**config.mk**
```make
export PLATFORM = sky130hd
export DESIGN_NAME = fifo_stream_reader
export DESIGN_NICKNAME = d
export VERILOG_FILES = /design/src/rtl/fifo_stream_reader.sv
export SDC_FILE = /design/constraint.sdc
export NUM_CORES = 1
export LEC_CHECK = 0
export BUFFER_PORTS_ARGS = -buffer_cell sky130_fd_sc_hd__buf_4
export CORE_AREA = 2 2 66 68
export CTS_CLUSTER_DIAMETER = 120
export DETAILED_ROUTE_END_ITERATION = 8
export DIE_AREA = 0 0 68 70
export PLACE_DENSITY = 0.72
export SLEW_MARGIN = 20
export SYNTH_ARGS = -nofsm -noshare
export SYNTH_HDL_FRONTEND = slang
export SYNTH_SLANG_ARGS = --single-unit
export TNS_END_PERCENT = 1
```
**constraint.sdc**
```tcl
create_clock -name clk_i -period 3.5 [get_ports clk_i]
set_clock_uncertainty 0.2 [all_clocks]
set_input_delay 0.7 -clock clk_i [delete_from_list [all_inputs] [get_ports clk_i]]
set_output_delay 0.7 -clock clk_i [all_outputs]
set_load 0.05 [all_outputs]
```
**src/rtl/fifo_stream_reader.sv**
```systemverilog
// rtl/fifo_stream_reader.sv - FIFO read-side master presenting words on a valid/ready stream
module fifo_stream_reader #(
  parameter int WIDTH_DATA = 8,
  parameter int CNT_W      = 16
) (
  input  logic                  clk_i,
  input  logic                  rst_i,
  input  logic                  enable_i,
  input  logic                  fifo_empty_i,
  input  logic [WIDTH_DATA-1:0] fifo_data_i,
  output logic                  fifo_read_o,
  output logic [WIDTH_DATA-1:0] m_data_o,
  output logic                  m_valid_o,
  input  logic                  m_ready_i,
  output logic                  busy_o,
  output logic [CNT_W-1:0]      words_sent_o
);

  typedef enum logic [1:0] {
    ST_IDLE  = 2'd0,
    ST_RUN   = 2'd1,
    ST_DRAIN = 2'd2
  } state_t;

  state_t                  state;
  logic                    busy_q;
  logic [1:0]              buf_cnt;
  logic                    inflight;
  logic [WIDTH_DATA-1:0]   buf_head;
  logic [WIDTH_DATA-1:0]   buf_tail;
  logic [CNT_W-1:0]        words_sent_q;

  logic                    pop;
  logic                    push;
  logic [2:0]              credit_sum;
  logic [2:0]              buf_cnt_next;

  // Stream side: head of the buffer is always what the consumer sees
  assign m_valid_o    = (buf_cnt != 2'd0) & ~rst_i;
  assign m_data_o     = buf_head;
  assign busy_o       = busy_q;
  assign words_sent_o = words_sent_q;

  // A word arrives from the FIFO one cycle after its read strobe
  assign pop  = m_valid_o & m_ready_i;
  assign push = inflight;

  // Words already committed (buffered + in flight) minus the one leaving now;
  // pop implies buf_cnt >= 1, so this never underflows
  assign credit_sum = {1'b0, buf_cnt} + {2'b00, inflight} - {2'b00, pop};

  // Read only while running and only when the buffer is sure to have room
  assign fifo_read_o = ~rst_i & (state == ST_RUN) & ~fifo_empty_i & (credit_sum < 3'd2);

  // Occupancy after this edge; one bit wider so an overflow would be visible
  assign buf_cnt_next = {1'b0, buf_cnt} + {2'b00, push} - {2'b00, pop};

  // Control FSM; busy is registered alongside the state
  always_ff @(posedge clk_i) begin
    if (rst_i) begin
      state  <= ST_IDLE;
      busy_q <= 1'b0;
    end else begin
      case (state)
        ST_IDLE: begin
          if (enable_i) begin
            state  <= ST_RUN;
            busy_q <= 1'b1;
          end
        end
        ST_RUN: begin
          if (!enable_i) begin
            state <= ST_DRAIN;
          end
        end
        ST_DRAIN: begin
          if (enable_i) begin
            state <= ST_RUN;
          end else if (buf_cnt_next == 3'd0) begin
            // No read is issued in DRAIN, so an empty buffer after this edge
            // also means nothing is left in flight
            state  <= ST_IDLE;
            busy_q <= 1'b0;
          end
        end
        default: begin
          state  <= ST_IDLE;
          busy_q <= 1'b0;
        end
      endcase
    end
  end

  // Two-entry in-order output buffer fed by the read pipeline
  always_ff @(posedge clk_i) begin
    if (rst_i) begin
      buf_cnt  <= 2'd0;
      inflight <= 1'b0;
      buf_head <= '0;
      buf_tail <= '0;
    end else begin
      inflight <= fifo_read_o;
      buf_cnt  <= buf_cnt_next[1:0];
      case ({push, pop})
        2'b10: begin
          if (buf_cnt == 2'd0) begin
            buf_head <= fifo_data_i;
          end else begin
            buf_tail <= fifo_data_i;
          end
        end
        2'b01: begin
          if (buf_cnt == 2'd2) begin
            buf_head <= buf_tail;
          end
        end
        2'b11: begin
          if (buf_cnt == 2'd1) begin
            buf_head <= fifo_data_i;
          end else begin
            buf_head <= buf_tail;
            buf_tail <= fifo_data_i;
          end
        end
        default: begin
        end
      endcase
    end
  end

  // Handshake counter, wraps naturally at 2^CNT_W
  always_ff @(posedge clk_i) begin
    if (rst_i) begin
      words_sent_q <= '0;
    end else if (pop) begin
      words_sent_q <= words_sent_q + 1'b1;
    end
  end

  // The read credit must keep the buffer within its two entries
  always_ff @(posedge clk_i) begin
    if (!rst_i) begin
      assert (buf_cnt_next <= 3'd2);
    end
  end

endmodule

```
==> run_summary.xml, run 1 <==
<?xml version="1.0" encoding="UTF-8"?>
<metrics>
  <group name="detailed_routing">
    <metric name="drt-total-wl" unit="µm">4040</metric>
    <metric name="detailedRoute.firstPassIterationCount" unit="">4</metric>
    <metric name="drt_first_iter_violations" unit="">105</metric>
    <metric name="drc" unit="">0</metric>
    <metric name="routedWlPerCell" unit="µm">13.4</metric>
    <metric name="routed_via_density" unit="">5.44</metric>
    <metric name="total_number_of_vias" unit="">1642</metric>
    <metric name="final_antenna_net_count" unit="">0</metric>
  </group>
  <group name="global_routing">
    <metric name="grt_pass1_wl" unit="µm">6820</metric>
    <metric name="grt_max_degree" unit="">46</metric>
    <metric name="grt_pass1_vias" unit="">1489</metric>
    <metric name="overflow" unit="">0</metric>
    <metric name="grt_antenna_before_repair" unit="">0</metric>
    <metric name="grt_usage" unit="">0.185</metric>
  </group>
  <group name="floorplan">
    <metric name="fp.dieH" unit="µm">70</metric>
    <metric name="io_pins" unit="">40</metric>
    <metric name="dieArea" unit="µm²">4760</metric>
    <metric name="start_util" unit="">0.450</metric>
    <metric name="floorplan.core_area" unit="µm²">4140</metric>
    <metric name="num_rows" unit="">24</metric>
    <metric name="chipWidth" unit="µm">68</metric>
  </group>
  <group name="worst_setup_path">
    <metric name="crit_type" unit="">in -&gt; out</metric>
    <metric name="setup.worst_path.end" unit="">fifo_read_o</metric>
    <metric name="worstReg2RegEnd" unit="">busy_o</metric>
    <metric name="startpoint_type_of_the_worst_setup_path" unit="">input port</metric>
    <metric name="timing.critical_path.from" unit="">rst_i</metric>
    <metric name="rrSetupSlack" unit="ns">1.04</metric>
    <metric name="crit_arrival" unit="ns">2.48</metric>
    <metric name="worst_ep_required_time" unit="ns">2.60</metric>
    <metric name="r2r.worst_path.cells" unit="">10</metric>
    <metric name="worst_setup_path_end_kind" unit="">output port</metric>
    <metric name="max_fo_critical_path" unit="">2</metric>
    <metric name="critical_path.reg2reg.startpoint" unit="">buf_cnt[0]</metric>
  </group>
  <group name="sta">
    <metric name="relSlewSlack" unit="">0.432</metric>
    <metric name="final-hold-violation-count" unit="">0</metric>
    <metric name="drv_slew" unit="">0</metric>
    <metric name="tightest_slew" unit="ns">0.853</metric>
    <metric name="setup_viol" unit="">0</metric>
    <metric name="post-route-period-util" unit="">0.967</metric>
    <metric name="achievable-frequency" unit="MHz">296</metric>
    <metric name="period_minus_slack" unit="ns">3.38</metric>
    <metric name="grt_setup_unrepaired" unit="">false</metric>
  </group>
  <group name="final_layout">
    <metric name="layout.core_utilization" unit="">0.574</metric>
    <metric name="filler_cell_count" unit="">386</metric>
    <metric name="final_instance_area" unit="µm²">2380</metric>
    <metric name="drive_gt1_frac" unit="">0.308</metric>
    <metric name="insertedDiodeCount" unit="">0</metric>
    <metric name="syn_to_final_growth" unit="%">27.3</metric>
    <metric name="final_nets" unit="">267</metric>
  </group>
  <group name="flow_run">
    <metric name="cap_violations" unit="">0</metric>
  </group>
  <group name="logic_synthesis">
    <metric name="postSynthAreaPerCell" unit="µm²">9.02</metric>
    <metric name="ys.warnings.count" unit="">0</metric>
    <metric name="yosysSeqAreaShare" unit="">0.408</metric>
    <metric name="yosysUniqueCellTypes" unit="">42</metric>
    <metric name="postSynthCellCount" unit="">207</metric>
    <metric name="mappedNetlistNets" unit="">225</metric>
    <metric name="post_synth_instance_area" unit="µm²">1870</metric>
    <metric name="ys_ff_latch" unit="">38</metric>
  </group>
  <group name="min_path">
    <metric name="min_path_type" unit="">reg -&gt; reg</metric>
  </group>
  <group name="clocking">
    <metric name="clk-insertion-delay-late" unit="ns">0.28</metric>
    <metric name="clk_pin_slew_worst_paths" unit="ns">0.08</metric>
    <metric name="cts.sink_count" unit="">38</metric>
    <metric name="cts_hold_repair.buffers" unit="">0</metric>
    <metric name="cts_root_buffer" unit="">sky130_fd_sc_hd__clkbuf_8</metric>
    <metric name="clk_path_buf_depth" unit="">2</metric>
    <metric name="cts-htree-levels" unit="">2</metric>
    <metric name="cts_bufs_inserted" unit="">5</metric>
    <metric name="cts_tree" unit="">done</metric>
  </group>
  <group name="power">
    <metric name="vdd_ir_drop_max" unit="µV">277</metric>
    <metric name="power.density" unit="nW/µm²">415</metric>
    <metric name="leakage" unit="nW">0.935</metric>
  </group>
  <group name="place">
    <metric name="detailedPlacementHpwl" unit="µm">2900</metric>
    <metric name="gp_routability_congestion" unit="">0.783</metric>
    <metric name="placedInstanceArea" unit="µm²">2280</metric>
    <metric name="port_buffers" unit="">39</metric>
  </group>
  <group name="run_status">
    <metric name="status" unit="">finished, final reports clean</metric>
  </group>
</metrics>
-- repair_timing --
item	4_1_cts	5_1_grt
cloned	0	0
endpoints found under the setup margin	1	1
buffers inserted	0	0
gates resized for setup	2	1
pin swaps	0	3
-- layout make-up --
type | instances | area [µm²] | share of cell area
inverter | 8 | 30.0 | 0.0126
clock buffer | 6 | 82.6 | 0.0347
multi-input combinational | 150 | 1070 | 0.452
sequential | 38 | 763 | 0.321
clock inverter | 2 | 12.5 | 0.00526
timing repair buffer | 46 | 349 | 0.147
tap | 52 | 65.1 | 0.0274
-- cells in the mapped netlist --
library cell,instances,share of area
sky130_fd_sc_hd__a311oi_1,1,0.0047
sky130_fd_sc_hd__nand2b_1,4,0.013
sky130_fd_sc_hd__xnor2_1,6,0.028
sky130_fd_sc_hd__or4b_1,1,0.0054
sky130_fd_sc_hd__nand2_1,8,0.016
sky130_fd_sc_hd__o21ai_0,13,0.035
sky130_fd_sc_hd__mux2_2,1,0.0060
sky130_fd_sc_hd__o21ba_2,1,0.0054
sky130_fd_sc_hd__nor2b_1,6,0.020
sky130_fd_sc_hd__a21oi_1,18,0.048
sky130_fd_sc_hd__o41ai_1,2,0.0094
sky130_fd_sc_hd__nand3_1,4,0.011
sky130_fd_sc_hd__nand4b_1,1,0.0047
sky130_fd_sc_hd__nor4b_1,1,0.0047
sky130_fd_sc_hd__dfxtp_1,38,0.41
sky130_fd_sc_hd__o21ai_1,1,0.0027
sky130_fd_sc_hd__mux2_1,1,0.0060
sky130_fd_sc_hd__buf_6,3,0.018
sky130_fd_sc_hd__a221oi_1,8,0.038
sky130_fd_sc_hd__buf_2,2,0.0054
sky130_fd_sc_hd__and4_1,2,0.0094
sky130_fd_sc_hd__nand4_1,1,0.0034
sky130_fd_sc_hd__nand2b_4,1,0.0074
sky130_fd_sc_hd__o21ai_2,1,0.0047
sky130_fd_sc_hd__mux2i_1,8,0.043
sky130_fd_sc_hd__ha_1,4,0.027
sky130_fd_sc_hd__o21bai_1,1,0.0040
sky130_fd_sc_hd__nor2_1,24,0.048
sky130_fd_sc_hd__xor2_1,2,0.0094
sky130_fd_sc_hd__nor4_1,6,0.020
sky130_fd_sc_hd__o32ai_1,1,0.0047
sky130_fd_sc_hd__inv_1,8,0.016
sky130_fd_sc_hd__nand3b_1,2,0.0080
sky130_fd_sc_hd__and3_1,1,0.0034
sky130_fd_sc_hd__a211oi_1,2,0.0080
sky130_fd_sc_hd__fa_1,1,0.011
sky130_fd_sc_hd__buf_1,1,0.0020
sky130_fd_sc_hd__or3_1,6,0.020
sky130_fd_sc_hd__clkbuf_1,5,0.010
sky130_fd_sc_hd__nor3_1,1,0.0027
sky130_fd_sc_hd__or3b_2,8,0.038
sky130_fd_sc_hd__nor4_4,1,0.011
-- per-stage QoR --
stage	hold slack [ns]	std cells	setup slack (ns)	TNS [ns]	total power, mW
final	0.283	302	0.116	0	0.985
after CTS	0.279	302	0.0115	0	0.998
after global routing	0.311	302	0.0332	0	1.04
after detailed placement	0.267	294	0.00468	0	0.682
after floorplan	0.245	207	-0.306	-0.306	0.616
after global placement	0.259	294	0.0177	0	0.679
-- critical path: stages --
cell and delay [ns]:
sky130_fd_sc_hd__buf_4 0.12, sky130_fd_sc_hd__nand2b_4 0.14, sky130_fd_sc_hd__nor2_4 0.09, sky130_fd_sc_hd__inv_2 0.06, sky130_fd_sc_hd__ha_4 0.26, sky130_fd_sc_hd__ha_4 0.12
sky130_fd_sc_hd__fa_2 0.43, sky130_fd_sc_hd__nand2b_4 0.16, sky130_fd_sc_hd__nor4_4 0.21, sky130_fd_sc_hd__buf_6 0.19
-- sequential cells by signal (all words and copies together) (netlist names) --
| name | cells |
|---|---|
| words_sent_o | 16 |
| busy_o | 1 |
| inflight | 1 |
| state | 2 |
| m_data_o | 8 |
| buf_tail | 8 |
| buf_cnt | 2 |
-- layer usage --
metal	vias up	track usage	wire length [µm]
met1	768	0.247	1960
met3	2	0.0580	158
met4	0	0.0533	26
li1	835	-	-
met2	37	0.284	1890
met5	-	0	0
-- where the power goes --
part,internal [mW],switching [mW],total (mW)
sequential,0.451,0.0141,0.465
clock,0.158,0.156,0.314
combinational,0.0785,0.127,0.206
-- worst min path at each step --
stage | endpoint | start | cells after the start | slack (ns)
2_1_floorplan | state[0] | state[0] | 1 | 0.24
3_3_place_gp | buf_tail[4] | buf_tail[4] | 2 | 0.26
3_5_place_dp | buf_tail[1] | buf_tail[1] | 2 | 0.27
4_1_cts | buf_tail[1] | buf_tail[1] | 2 | 0.28
5_1_grt | buf_tail[4] | buf_tail[4] | 2 | 0.31
6_report | buf_tail[1] | buf_tail[1] | 2 | 0.28
-- cell usage in the layout (no fill, tap or decap), drive strengths merged, types with 2 or more instances in the layout --
cell and n:
buf 46, ha 4, mux2i 8, nand2 8
xnor2 6, or3b 8, nand2b 5, clkbuf 6
nor2 24, or3 6, o21ai 15, nor4 7
o41ai 2, and4 2, dfxtp 38, a211oi 2
a221oi 8, inv 8, xor2 2, nand3b 2
a21oi 18, nor2b 6, nand3 4, mux2 2
-- cell families after synthesis --
logic type               count (synthesis)  synth area share
XOR/XNOR                                 8            0.0375
AND/OR/NAND/NOR                         78             0.247
flip-flops                              38             0.408
adder cells (fa/ha/maj)                  5            0.0375
buffers and inverters                   19            0.0516
AO/OA/AOI/OAI                           49             0.164
multiplexers                            10            0.0550
Power figures use the tool's default switching activity.
==> inputs of run 2 (changes only) <==
==> constraint.sdc (replaced) <==
create_clock -name clk_i -period 3.5 [get_ports clk_i]
set_clock_uncertainty 0.2 [all_clocks]
set_input_delay 0.525 -clock clk_i [delete_from_list [all_inputs] [get_ports clk_i]]
set_output_delay 0.525 -clock clk_i [all_outputs]
set_load 0.05 [all_outputs]
==> run_summary.xml, run 2 (synthesis results as in run 1) <==
<?xml version="1.0" encoding="UTF-8"?>
<metrics>
  <group name="run_status">
    <metric name="status" unit="">finished, final reports clean</metric>
  </group>
  <group name="floorplan">
    <metric name="floorplan.core_area" unit="µm²">4140</metric>
    <metric name="fp.dieH" unit="µm">70</metric>
    <metric name="num_rows" unit="">24</metric>
    <metric name="dieArea" unit="µm²">4760</metric>
    <metric name="start_util" unit="">0.450</metric>
    <metric name="io_pins" unit="">40</metric>
    <metric name="chipWidth" unit="µm">68</metric>
  </group>
  <group name="global_routing">
    <metric name="grt_antenna_before_repair" unit="">0</metric>
    <metric name="grt_max_degree" unit="">46</metric>
    <metric name="overflow" unit="">0</metric>
    <metric name="grt_pass1_vias" unit="">1393</metric>
    <metric name="grt_usage" unit="">0.176</metric>
    <metric name="grt_pass1_wl" unit="µm">6510</metric>
  </group>
  <group name="clocking">
    <metric name="clk_path_buf_depth" unit="">2</metric>
    <metric name="clk-insertion-delay-late" unit="ns">0.29</metric>
    <metric name="cts.sink_count" unit="">38</metric>
    <metric name="clk_pin_slew_worst_paths" unit="ns">0.07</metric>
    <metric name="cts_hold_repair.buffers" unit="">0</metric>
    <metric name="cts-htree-levels" unit="">2</metric>
    <metric name="cts_bufs_inserted" unit="">5</metric>
    <metric name="cts_tree" unit="">done</metric>
    <metric name="cts_root_buffer" unit="">sky130_fd_sc_hd__clkbuf_8</metric>
  </group>
  <group name="worst_setup_path">
    <metric name="sequence_of_cells_on_the_critical_path" unit="">nor2_1 -&gt; nor2_4 -&gt; inv_2 -&gt; ha_4 -&gt; ha_2 -&gt; fa_2 -&gt; xor2_2 -&gt; nand2b_4 -&gt; nor4_4 -&gt; buf_4</metric>
    <metric name="r2r.worst_path.cells" unit="">9</metric>
    <metric name="worst_setup_path_end_kind" unit="">output port</metric>
    <metric name="path_length_in_cells_of_the_critical_path" unit="">10</metric>
    <metric name="cp_slowest_cell" unit="">sky130_fd_sc_hd__dfxtp_1</metric>
    <metric name="rrSetupSlack" unit="ns">1.04</metric>
    <metric name="critPathBufInv" unit="">2</metric>
    <metric name="crit_arrival" unit="ns">2.60</metric>
    <metric name="worstReg2RegEnd" unit="">busy_o</metric>
    <metric name="startpoint_type_of_the_worst_setup_path" unit="">flip-flop</metric>
    <metric name="crit_type" unit="">reg -&gt; out</metric>
    <metric name="worst_ep_required_time" unit="ns">2.77</metric>
    <metric name="setup.worst_path.end" unit="">fifo_read_o</metric>
    <metric name="max_fo_critical_path" unit="">6</metric>
    <metric name="cp_top_family" unit="">adder cells</metric>
    <metric name="timing.critical_path.from" unit="">buf_cnt[0]</metric>
    <metric name="max_stage_delay_on_crit_path" unit="ns">0.43</metric>
    <metric name="critical_path.reg2reg.startpoint" unit="">buf_cnt[0]</metric>
  </group>
  <group name="power">
    <metric name="power.share.switching" unit="">0.285</metric>
    <metric name="comb_power_share" unit="">0.195</metric>
    <metric name="seqPwrFrac" unit="">0.460</metric>
    <metric name="power.switching" unit="µW">288</metric>
    <metric name="leakage" unit="nW">0.926</metric>
    <metric name="power_report.internal_total" unit="µW">722</metric>
    <metric name="vdd_ir_drop_max" unit="µV">306</metric>
    <metric name="power.density" unit="nW/µm²">429</metric>
    <metric name="clockPowerShare" unit="">0.344</metric>
  </group>
  <group name="final_layout">
    <metric name="most_common_cell_after_layout_fill_and_taps_aside" unit="">sky130_fd_sc_hd__buf_4</metric>
    <metric name="final_instance_area" unit="µm²">2350</metric>
    <metric name="final_nets" unit="">264</metric>
    <metric name="drive_gt1_frac" unit="">0.296</metric>
    <metric name="mostFrequentLayoutCells" unit="">sky130_fd_sc_hd__buf_4, sky130_fd_sc_hd__dfxtp_1, sky130_fd_sc_hd__nor2_1</metric>
    <metric name="insertedDiodeCount" unit="">0</metric>
    <metric name="syn_to_final_growth" unit="%">26.1</metric>
    <metric name="largest_register_ffs" unit="">16</metric>
    <metric name="layout.core_utilization" unit="">0.568</metric>
  </group>
  <group name="detailed_routing">
    <metric name="drt-total-wl" unit="µm">3950</metric>
    <metric name="routed_via_density" unit="">5.38</metric>
    <metric name="routedWlPerCell" unit="µm">13.2</metric>
    <metric name="final_antenna_net_count" unit="">0</metric>
    <metric name="drt_first_iter_violations" unit="">64</metric>
    <metric name="detailedRoute.firstPassIterationCount" unit="">4</metric>
    <metric name="drc" unit="">0</metric>
    <metric name="total_number_of_vias" unit="">1608</metric>
  </group>
  <group name="sta">
    <metric name="final-hold-violation-count" unit="">0</metric>
    <metric name="post-route-period-util" unit="">0.949</metric>
    <metric name="tightest_slew" unit="ns">0.891</metric>
    <metric name="drv_slew" unit="">0</metric>
    <metric name="fin_setup_tns" unit="ns">0</metric>
    <metric name="grt_setup_unrepaired" unit="">false</metric>
    <metric name="setup_viol" unit="">0</metric>
    <metric name="finalHoldWorstSlack" unit="ns">0.226</metric>
    <metric name="period_minus_slack" unit="ns">3.32</metric>
    <metric name="relSlewSlack" unit="">0.406</metric>
    <metric name="achievable-frequency" unit="MHz">301</metric>
  </group>
  <group name="min_path">
    <metric name="min_path_type" unit="">in -&gt; reg</metric>
    <metric name="hold_path_startpoint" unit="">fifo_empty_i</metric>
  </group>
  <group name="place">
    <metric name="port_buffers" unit="">39</metric>
    <metric name="gp_routability_congestion" unit="">0.736</metric>
    <metric name="detailedPlacementHpwl" unit="µm">2830</metric>
    <metric name="placedInstanceArea" unit="µm²">2240</metric>
  </group>
  <group name="flow_run">
    <metric name="cap_violations" unit="">0</metric>
  </group>
</metrics>
run 2: changes by cell type in the layout (fill, tap and decap cells not counted), sizes merged:
| cell | before | now |
|---|---|---|
| clkinvlp | 1 | 0 |
| buf | 46 | 43 |
| clkinv | 1 | 0 |
| clkbuf | 6 | 8 |
run 2: worst reg2reg max path, delay by kind of cell (launching register included):
family,cells,cell delay [ns]
adder cells (fa/ha/maj),3,0.92
AND/OR/NAND/NOR,3,0.43
flip-flops,1,0.43
AO/OA/AOI/OAI,2,0.32
buffers and inverters,1,0.07
run 2: stage by stage:
stage | setup WS, ns | std cells | total power [mW]
after floorplan | 0.0346 | 207 | 0.615
after global placement | 0.248 | 291 | 0.670
after detailed placement | 0.217 | 291 | 0.672
after CTS | 0.0480 | 299 | 1.02
after global routing | 0.0457 | 299 | 1.05
final | 0.178 | 299 | 1.01
run 2: layout make-up:
type | instances | area, µm²
multi-input combinational | 150 | 1060
timing repair buffer | 43 | 323
tap | 52 | 65.1
clock buffer | 8 | 110
sequential | 38 | 762
inverter | 8 | 30.0
fill | 382 | 1790
run 2: repair_timing:
item                       CTS  global route
hold endpoints to repair     0             0
setup endpoints to repair    0             1
resized for setup            0             1
setup buffers                0             0
run 2: how the worst min path moves through the flow:
stage / end / slack (ns) / depth (start not counted)
after floorplan: state[0] / 0.24 / 1
after global placement: buf_tail[6] / 0.26 / 2
after detailed placement: buf_tail[6] / 0.27 / 2
after CTS: inflight / 0.22 / 2
after global routing: inflight / 0.22 / 2
final: inflight / 0.23 / 2
run 2: power by group through the flow:
stage	Sequential, mW	Clock, mW	Combinational [mW]
2_1_floorplan	0.521	0	0.0933
3_3_place_gp	0.474	0	0.196
3_5_place_dp	0.474	0	0.198
4_1_cts	0.465	0.358	0.199
5_1_grt	0.467	0.377	0.210
6_report	0.465	0.348	0.197
run 2: layer usage:
metal  vias up  GRT usage  wire [µm]
met5         -          0          0
met4         0     0.0600         54
met3         6     0.0564        212
met2        35      0.265       1840
met1       746      0.235       1840
li1        821          -          -
